## config.mk

```make
export PLATFORM = sky130hd
export DESIGN_NAME = vector_exec_unit
export DESIGN_NICKNAME = d
export VERILOG_FILES = /design/src/rtl/vector_pkg.sv /design/src/rtl/vector_mul_step.sv /design/src/rtl/vector_exec_unit.sv
export SDC_FILE = /design/constraint.sdc
export NUM_CORES = 1
export LEC_CHECK = 0
export BUFFER_PORTS_ARGS = -buffer_cell sky130_fd_sc_hd__buf_2
export CORE_MARGIN = 4
export CORE_UTILIZATION = 56
export CTS_BUF_LIST = sky130_fd_sc_hd__clkbuf_2
export DETAILED_ROUTE_END_ITERATION = 8
export PLACE_DENSITY = 0.75
export REMOVE_ABC_BUFFERS = 1
export SLEW_MARGIN = 0
export SYNTH_ARGS = -nofsm -noshare
export SYNTH_HDL_FRONTEND = slang
export SYNTH_SLANG_ARGS = --single-unit
export TNS_END_PERCENT = 100
```

## constraint.sdc

```tcl
create_clock -name clk -period 25.1 [get_ports clk]
set_clock_uncertainty 0.05 [all_clocks]
set_input_delay 5.02 -clock clk [delete_from_list [all_inputs] [get_ports clk]]
set_output_delay 5.02 -clock clk [all_outputs]
set_load 0.02 [all_outputs]
```

## src/rtl/vector_pkg.sv

```systemverilog
// Shared constants and types for the vector execute stage.
package vector_pkg;
  localparam int N      = 64;
  localparam int LANE   = 8;
  localparam int NLANES = N / LANE;

  typedef logic [NLANES-1:0][LANE-1:0] vec_t;

  typedef enum logic [2:0] {
    VADD = 3'b000,
    VSUB = 3'b001,
    VXOR = 3'b010,
    VAND = 3'b011,
    VOR  = 3'b100,
    VMUL = 3'b101,
    VSHL = 3'b110,
    VMOV = 3'b111
  } vop_t;

  typedef enum logic {IDLE, MUL} state_t;
endpackage

```

## src/rtl/vector_mul_step.sv

```systemverilog
// One shift-add multiply iteration applied to every lane in parallel.
module vector_mul_step
  import vector_pkg::*;
(
  input  vec_t       acc,
  input  vec_t       a,
  input  vec_t       b,
  input  logic [2:0] cnt,
  output vec_t       nxt
);
  for (genvar i = 0; i < NLANES; i++) begin : g_lane
    // Lane-local shift truncates to 8 bits, so partial products never leak across lanes.
    assign nxt[i] = acc[i] + (b[i][cnt] ? (a[i] << cnt) : '0);
  end
endmodule

```

## src/rtl/vector_exec_unit.sv

```systemverilog
// Registered lane-wise vector execute stage: single-cycle ALU ops plus 8-cycle lane multiply.
module vector_exec_unit
  import vector_pkg::*;
(
  input  logic         clk,
  input  logic         rst,
  input  logic         in_valid,
  output logic         in_ready,
  input  logic [2:0]   op,
  input  logic [N-1:0] A,
  input  logic [N-1:0] B,
  output logic         out_valid,
  input  logic         out_ready,
  output logic [N-1:0] C
);
  state_t     state;
  logic [2:0] cnt;
  vec_t       acc, mul_a, mul_b, acc_nxt, va, vb, alu;

  assign va = A;
  assign vb = B;

  always_comb begin
    alu = '0;
    for (int i = 0; i < NLANES; i++) begin
      case (vop_t'(op))
        VADD:    alu[i] = va[i] + vb[i];
        VSUB:    alu[i] = va[i] - vb[i];
        VXOR:    alu[i] = va[i] ^ vb[i];
        VAND:    alu[i] = va[i] & vb[i];
        VOR:     alu[i] = va[i] | vb[i];
        VSHL:    alu[i] = va[i] << vb[i][2:0];
        VMOV:    alu[i] = va[i];
        default: alu[i] = '0;
      endcase
    end
  end

  vector_mul_step u_step (
    .acc (acc),
    .a   (mul_a),
    .b   (mul_b),
    .cnt (cnt),
    .nxt (acc_nxt)
  );

  // A pending result blocks acceptance unless it is being delivered this edge.
  assign in_ready = !rst && (state == IDLE) && (!out_valid || out_ready);

  always_ff @(posedge clk or posedge rst) begin
    if (rst) begin
      state     <= IDLE;
      cnt       <= '0;
      acc       <= '0;
      mul_a     <= '0;
      mul_b     <= '0;
      C         <= '0;
      out_valid <= 1'b0;
    end else begin
      case (state)
        IDLE: begin
          if (out_valid && out_ready) out_valid <= 1'b0;
          if (in_valid && in_ready) begin
            if (vop_t'(op) == VMUL) begin
              mul_a <= A;
              mul_b <= B;
              acc   <= '0;
              cnt   <= '0;
              state <= MUL;
            end else begin
              C         <= alu;
              out_valid <= 1'b1;
            end
          end
        end
        MUL: begin
          acc <= acc_nxt;
          cnt <= cnt + 3'd1;
          if (cnt == 3'd7) begin
            C         <= acc_nxt;
            out_valid <= 1'b1;
            state     <= IDLE;
          end
        end
        default: state <= IDLE;
      endcase
    end
  end
endmodule

```

======== Word-level counts from Yosys, hierarchy flattened ========
Cells that the tools add are included.
word-level totals
  flip-flop bits (word level) ............. 261
  bits of input ports ..................... 135
  output and inout bits ................... 66
  word-level logic and storage cells ...... 169
cells by class
  $add $sub $neg .......................... 25
  magnitude comparators ................... 1
  equality and inequality tests ........... 12
  shifts and indexed selects .............. 16
  mux-type cells .......................... 51
  bitwise operators ....................... 25
  reduce and logical (&&, ||, !) cells .... 11
operators with widths
  cell                                                         count
  one-hot mux 8 bit (7 select lines)                           8
  two-way mux 64 bit                                           5
  one-hot mux 64 bit (2 select lines)                          2
  adder 8 bit                                                  16
  left shift 8 x 3 -> 8 bit                                    16
  bitwise AND 8 bit                                            8
  two-way mux 8 bit                                            8
  bitwise OR 8 bit                                             8
  subtractor 8 bit                                             8
  XOR 8 bit                                                    8
  binary-select mux 1 bit (select 3 bit)                       8
  == test 3 bit (second input constant)                        5
  two-way mux 1 bit                                            15
  == test 3 x 2 -> 1 bit (second input constant)               2
  two-way mux 3 bit                                            2
  inequality test 2 x 1 -> 1 bit (second input constant)       3
  one-hot mux 3 bit (2 select lines)                           1
  AND reduction 3 bit                                          2
  logical AND 1 bit                                            4
  less-than comparator 3 x 4 -> 1 bit (second input constant)  1
  one-hot mux 1 bit (2 select lines)                           2
  adder 3 x 1 -> 3 bit (second input constant)                 1
  == test 3 x 1 -> 1 bit (second input constant)               1
  zero test 3 bit                                              1
  other kinds (5)                                              6

======== Depth between registers and ports, before layout ========
  depth after elaboration ................. 6
  mapped depth ............................ 16
  depth with buffers taken out ............ 13

======== Hierarchy ========
From an unflattened synthesis, not the netlist that was laid out.
second synthesis, totals
  cell total of the unflattened synthesis .. 2870
  area, all modules ....................... 24352.1 um2
by module, submodules not included
  module            times used  cells each  area an instance (um2)  seq. area each (um2)
  vector_exec_unit  1           2251        19632.6                 6531.3
  vector_mul_step   1           619         4719.5                  0.0

======== Least setup slack after synthesis ========
OpenSTA, ideal clock, no wires.
  path type ............................... input to output
  from .................................... input out_ready
  to ...................................... output in_ready
  arrival time ............................ 5.770 ns
  required time ........................... 20.030 ns
  path slack .............................. 14.260 ns
  stages .................................. 2
  path buffers ............................ 0
  path through ............................ inv_1 > a211oi_1
on the way
  word-level cells in the longest chain between the ends .. 2
ends and longest elaborated chain
  item               line                    source
  start, declared    vector_exec_unit.sv:13  input logic out_ready,
  logical OR 1 bit   vector_exec_unit.sv:48  assign in_ready = !rst && (state == IDLE) && (!out_valid || out_ready);
  logical AND 1 bit  vector_exec_unit.sv:48
  end, declared      vector_exec_unit.sv:8   output logic in_ready,
Every way passes these cells.

======== Final worst setup path ========
Same ends and word-level chain as after synthesis.

==> impl_metrics.csv <==
group,metric,value,unit
outcome,status,"finished, final reports clean",
setup_path,max_stage_delay,0.44,ns
synthesis,synthTopCellsByArea,"sky130_fd_sc_hd__dfrtp_1, sky130_fd_sc_hd__ha_1, sky130_fd_sc_hd__nand2_1, sky130_fd_sc_hd__mux4_2, sky130_fd_sc_hd__o21ai_0",
sta,layout_min_cycle_time,10.91,ns
pwr,vdd_drop_max,0.0835,mV
cells_and_area,finish.instance_area,0.0255,mm2
placed_design,placedInstanceArea,0.0248,mm2
pwr,report.power.total,2310,uW
pwr,power_density,90.5,mW/mm2
floorplan,dieWidth,213,um
clock_tree,cts.sinks,261,
sta,rsz0062_at_grt,"no",
cells_and_area,layout_commonest_cell,"sky130_fd_sc_hd__nand2_1",
route,drc,0,
floorplan,std_cell_rows,74,
clock_tree,cts_htree_levels,3,
sta,hold_slack,0.430,ns
synthesis,primary_ff_master_synth,"sky130_fd_sc_hd__dfrtp_1",
route,met2_length,34100,um
route,routed.top_layer,"met5",
synthesis,asyncSetResetFlopFracSynth,100,%
cells_and_area,drive_gt1_share,15.8,%
grt,antenna_found_initial,16,
placed_design,port_buffers,200,
sta,fraction_of_the_cycle_the_final_worst_path_needs,43.5,%
clock_tree,max_clock_buf_depth,3,
grt,global_route.usage.total,33.2,%
cells_and_area,syn2layout_area_growth,8.01,%
sta,timing_hold_violations_final,0,
sta,achievable-frequency,91.6,MHz
floorplan,floorplan.io_pins,201,
job,drv.max_cap_violation_count,0,
placed_design,place_congestion,0.946,
synthesis,netlist_instances,2729,
setup_path,cp_slowest_cell,"sky130_fd_sc_hd__a211oi_1",
cells_and_area,leading_cell_types_in_the_layout_fill_and_taps_excluded,"sky130_fd_sc_hd__nand2_1, sky130_fd_sc_hd__ha_1, sky130_fd_sc_hd__dfrtp_1, sky130_fd_sc_hd__o21ai_0, sky130_fd_sc_hd__nor2_1",
grt,grt_max_degree,261,
sta,timing.max_slew.rel_slack,13.5,%
clock_tree,cts_hold_buf,0,
clock_tree,clock-root-buffer,"sky130_fd_sc_hd__clkbuf_2",
sta,final_report_max_slew_violation_count,0,
synthesis,synth_seq_area_share,27.7,%
route,drt-total-wl,76300,um
route,dr_total_vias,22200,
synthesis,postSynthRegisterBits,261,
floorplan,vert_die_dim,213,um
clock_tree,cts_tree,"yes",
setup_path,timing_worst_setup_path_type,"in2out",
cells_and_area,fillCellCount,3707,
sta,setup_total_negative_slack,0,ns
clock_tree,cts_repair_resized_insts,0,
sta,worst_pin_slew,1.30,ns
synthesis,yosysWarnings,0,
route,route.layer.met1.wl,30800,um
clock_tree,post_cts_buffers,0,
worst_hold_path,timing.hold.worst.class,"reg2reg",
sta,finalSetupViolCount,0,
clock_tree,clk_pin_slew_worst_paths,0.07,ns
synthesis,syn_area,0.0236,mm2
grt,grt_pass1_vias,22200,
synthesis,synth_top_area_cell,"sky130_fd_sc_hd__dfrtp_1",
route,detailedRoute.firstIterationViolations,2073,
setup_path,worst-endpoint-arrival,5.84,ns
grt,total_grt_overflow,0,
setup_path,critPathMaxFanout,4,
setup_path,crit_path_cell_trace,"buf_2 -> inv_1 -> a211oi_1 -> buf_2",
grt,grt_first_pass_wirelength,119000,um
clock_tree,clk-insertion-delay-late,1.00,ns
clock_tree,cts_made_buffers,77,
setup_path,critical_path.startpoint_type,"input pin",
setup_path,cp.required,20.03,ns
route,dr.pass1.iters,6,
floorplan,starting_density_of_the_core,57.2,%
route,drt-vias-per-instance,6.40,
synthesis,avgSynthCellArea,8.66,um2
floorplan,die_area,0.0455,mm2
placed_design,dp_hpwl,52200,um
setup_path,worst_setup_path_end_kind,"output pin",
route,drt.antenna.violating_nets,0,
synthesis,post_synth_edffs,0,
route,met3WireLength,7560,um
cells_and_area,num-nets-final,3284,
synthesis,yosysTopAreaCellShare,27.7,%
setup_path,cp_common_cell,"sky130_fd_sc_hd__buf_2",
floorplan,core_area,0.0413,mm2
route,post_drt_wl_per_cell,22.0,um
synthesis,yosysUniqueCellTypes,78,
pwr,p_leak,0.0125,uW
## metal layers
metal / track usage, % / vias to the layer above
met1: 44.1 / 10700
met4: 16.5 / 14
met3: 7.43 / 271
li1: - / 10000
met5: 0 / -
met2: 51.9 / 1184
## logic make-up after synthesis
logic type      Yosys count  synth area share, %
simple gates            803                 14.4
compound gates          731                 19.4
buf+inv                 315                 5.52
fa+ha+maj               274                 15.0
flops                   261                 27.7
mux                     201                 12.6
xor+xnor                144                 5.46
## critical path, delay by kind of cell
family,cells,cell delay [ns]
AOI/OAI and AO/OA,1,0.44
buffers and inverters,3,0.38
## where the power goes
group / total (uW) / switching (uW) / internal, uW
clock: 326 / 203 / 123
sequential: 752 / 155 / 597
combinational: 1230 / 731 / 500
## stage by stage
step           utilization (%)  worst slack, ns  instances
2_1_floorplan                -            11.86       2568
3_3_place_gp              60.2            14.25       3328
3_5_place_dp              60.2            14.22       3328
4_1_cts                   61.7            14.21       3456
5_1_grt                   61.8            14.14       3463
6_report                  61.8            14.19       3463
## path summary, 6_finish.rpt
check                      slack [ns]  depth (start not counted)         to       from
setup / recovery                14.19                          4   in_ready  out_ready
hold / removal                   0.43                          2  mul_b[51]  mul_b[51]
setup reg to reg                20.45                         12      C[39]     cnt[0]
hold reg to reg                  0.43                          2  mul_b[51]  mul_b[51]
max in group asynchronous       19.17                          3   mul_a[8]        rst
min in group asynchronous        4.18                          2  out_valid        rst
## Yosys cell counts (17+ instances only)
| library cell | count |
|---|---|
| sky130_fd_sc_hd__a211oi_1 | 34 |
| sky130_fd_sc_hd__a21o_1 | 33 |
| sky130_fd_sc_hd__a21oi_1 | 131 |
| sky130_fd_sc_hd__a22o_1 | 17 |
| sky130_fd_sc_hd__a22oi_1 | 31 |
| sky130_fd_sc_hd__a31oi_1 | 74 |
| sky130_fd_sc_hd__buf_2 | 23 |
| sky130_fd_sc_hd__clkbuf_1 | 110 |
| sky130_fd_sc_hd__dfrtp_1 | 261 |
| sky130_fd_sc_hd__ha_1 | 258 |
| sky130_fd_sc_hd__inv_1 | 145 |
| sky130_fd_sc_hd__mux2_2 | 20 |
| sky130_fd_sc_hd__mux2i_1 | 109 |
| sky130_fd_sc_hd__mux4_2 | 64 |
| sky130_fd_sc_hd__nand2_1 | 419 |
| sky130_fd_sc_hd__nand2b_1 | 23 |
| sky130_fd_sc_hd__nor2_1 | 228 |
| sky130_fd_sc_hd__nor3_1 | 32 |
| sky130_fd_sc_hd__o211ai_1 | 22 |
| sky130_fd_sc_hd__o21a_1 | 24 |
| sky130_fd_sc_hd__o21ai_0 | 243 |
| sky130_fd_sc_hd__o221ai_1 | 23 |
| sky130_fd_sc_hd__o22ai_1 | 27 |
| sky130_fd_sc_hd__xnor2_1 | 103 |
| sky130_fd_sc_hd__xor2_1 | 39 |
## flip-flops by register name, summed over array words and instances, names as in the netlist
name and cells:
C 64, acc 64, cnt 3, mul_a 64, mul_b 64, out_valid 1, state 1
## area by class of cell
cell class              count  area [um2]  area share, %
diodes                      7        17.5         0.0687
flip-flops and latches    261        6540           25.6
multi-input cells        2153       15800           62.1
inverters                 154         586           2.30
repair buffers            228        1220           4.80
well taps                 532         666           2.61
clock inverters            22         118          0.461
clock buffers             106         531           2.08
Power figures use the tool's default switching activity.
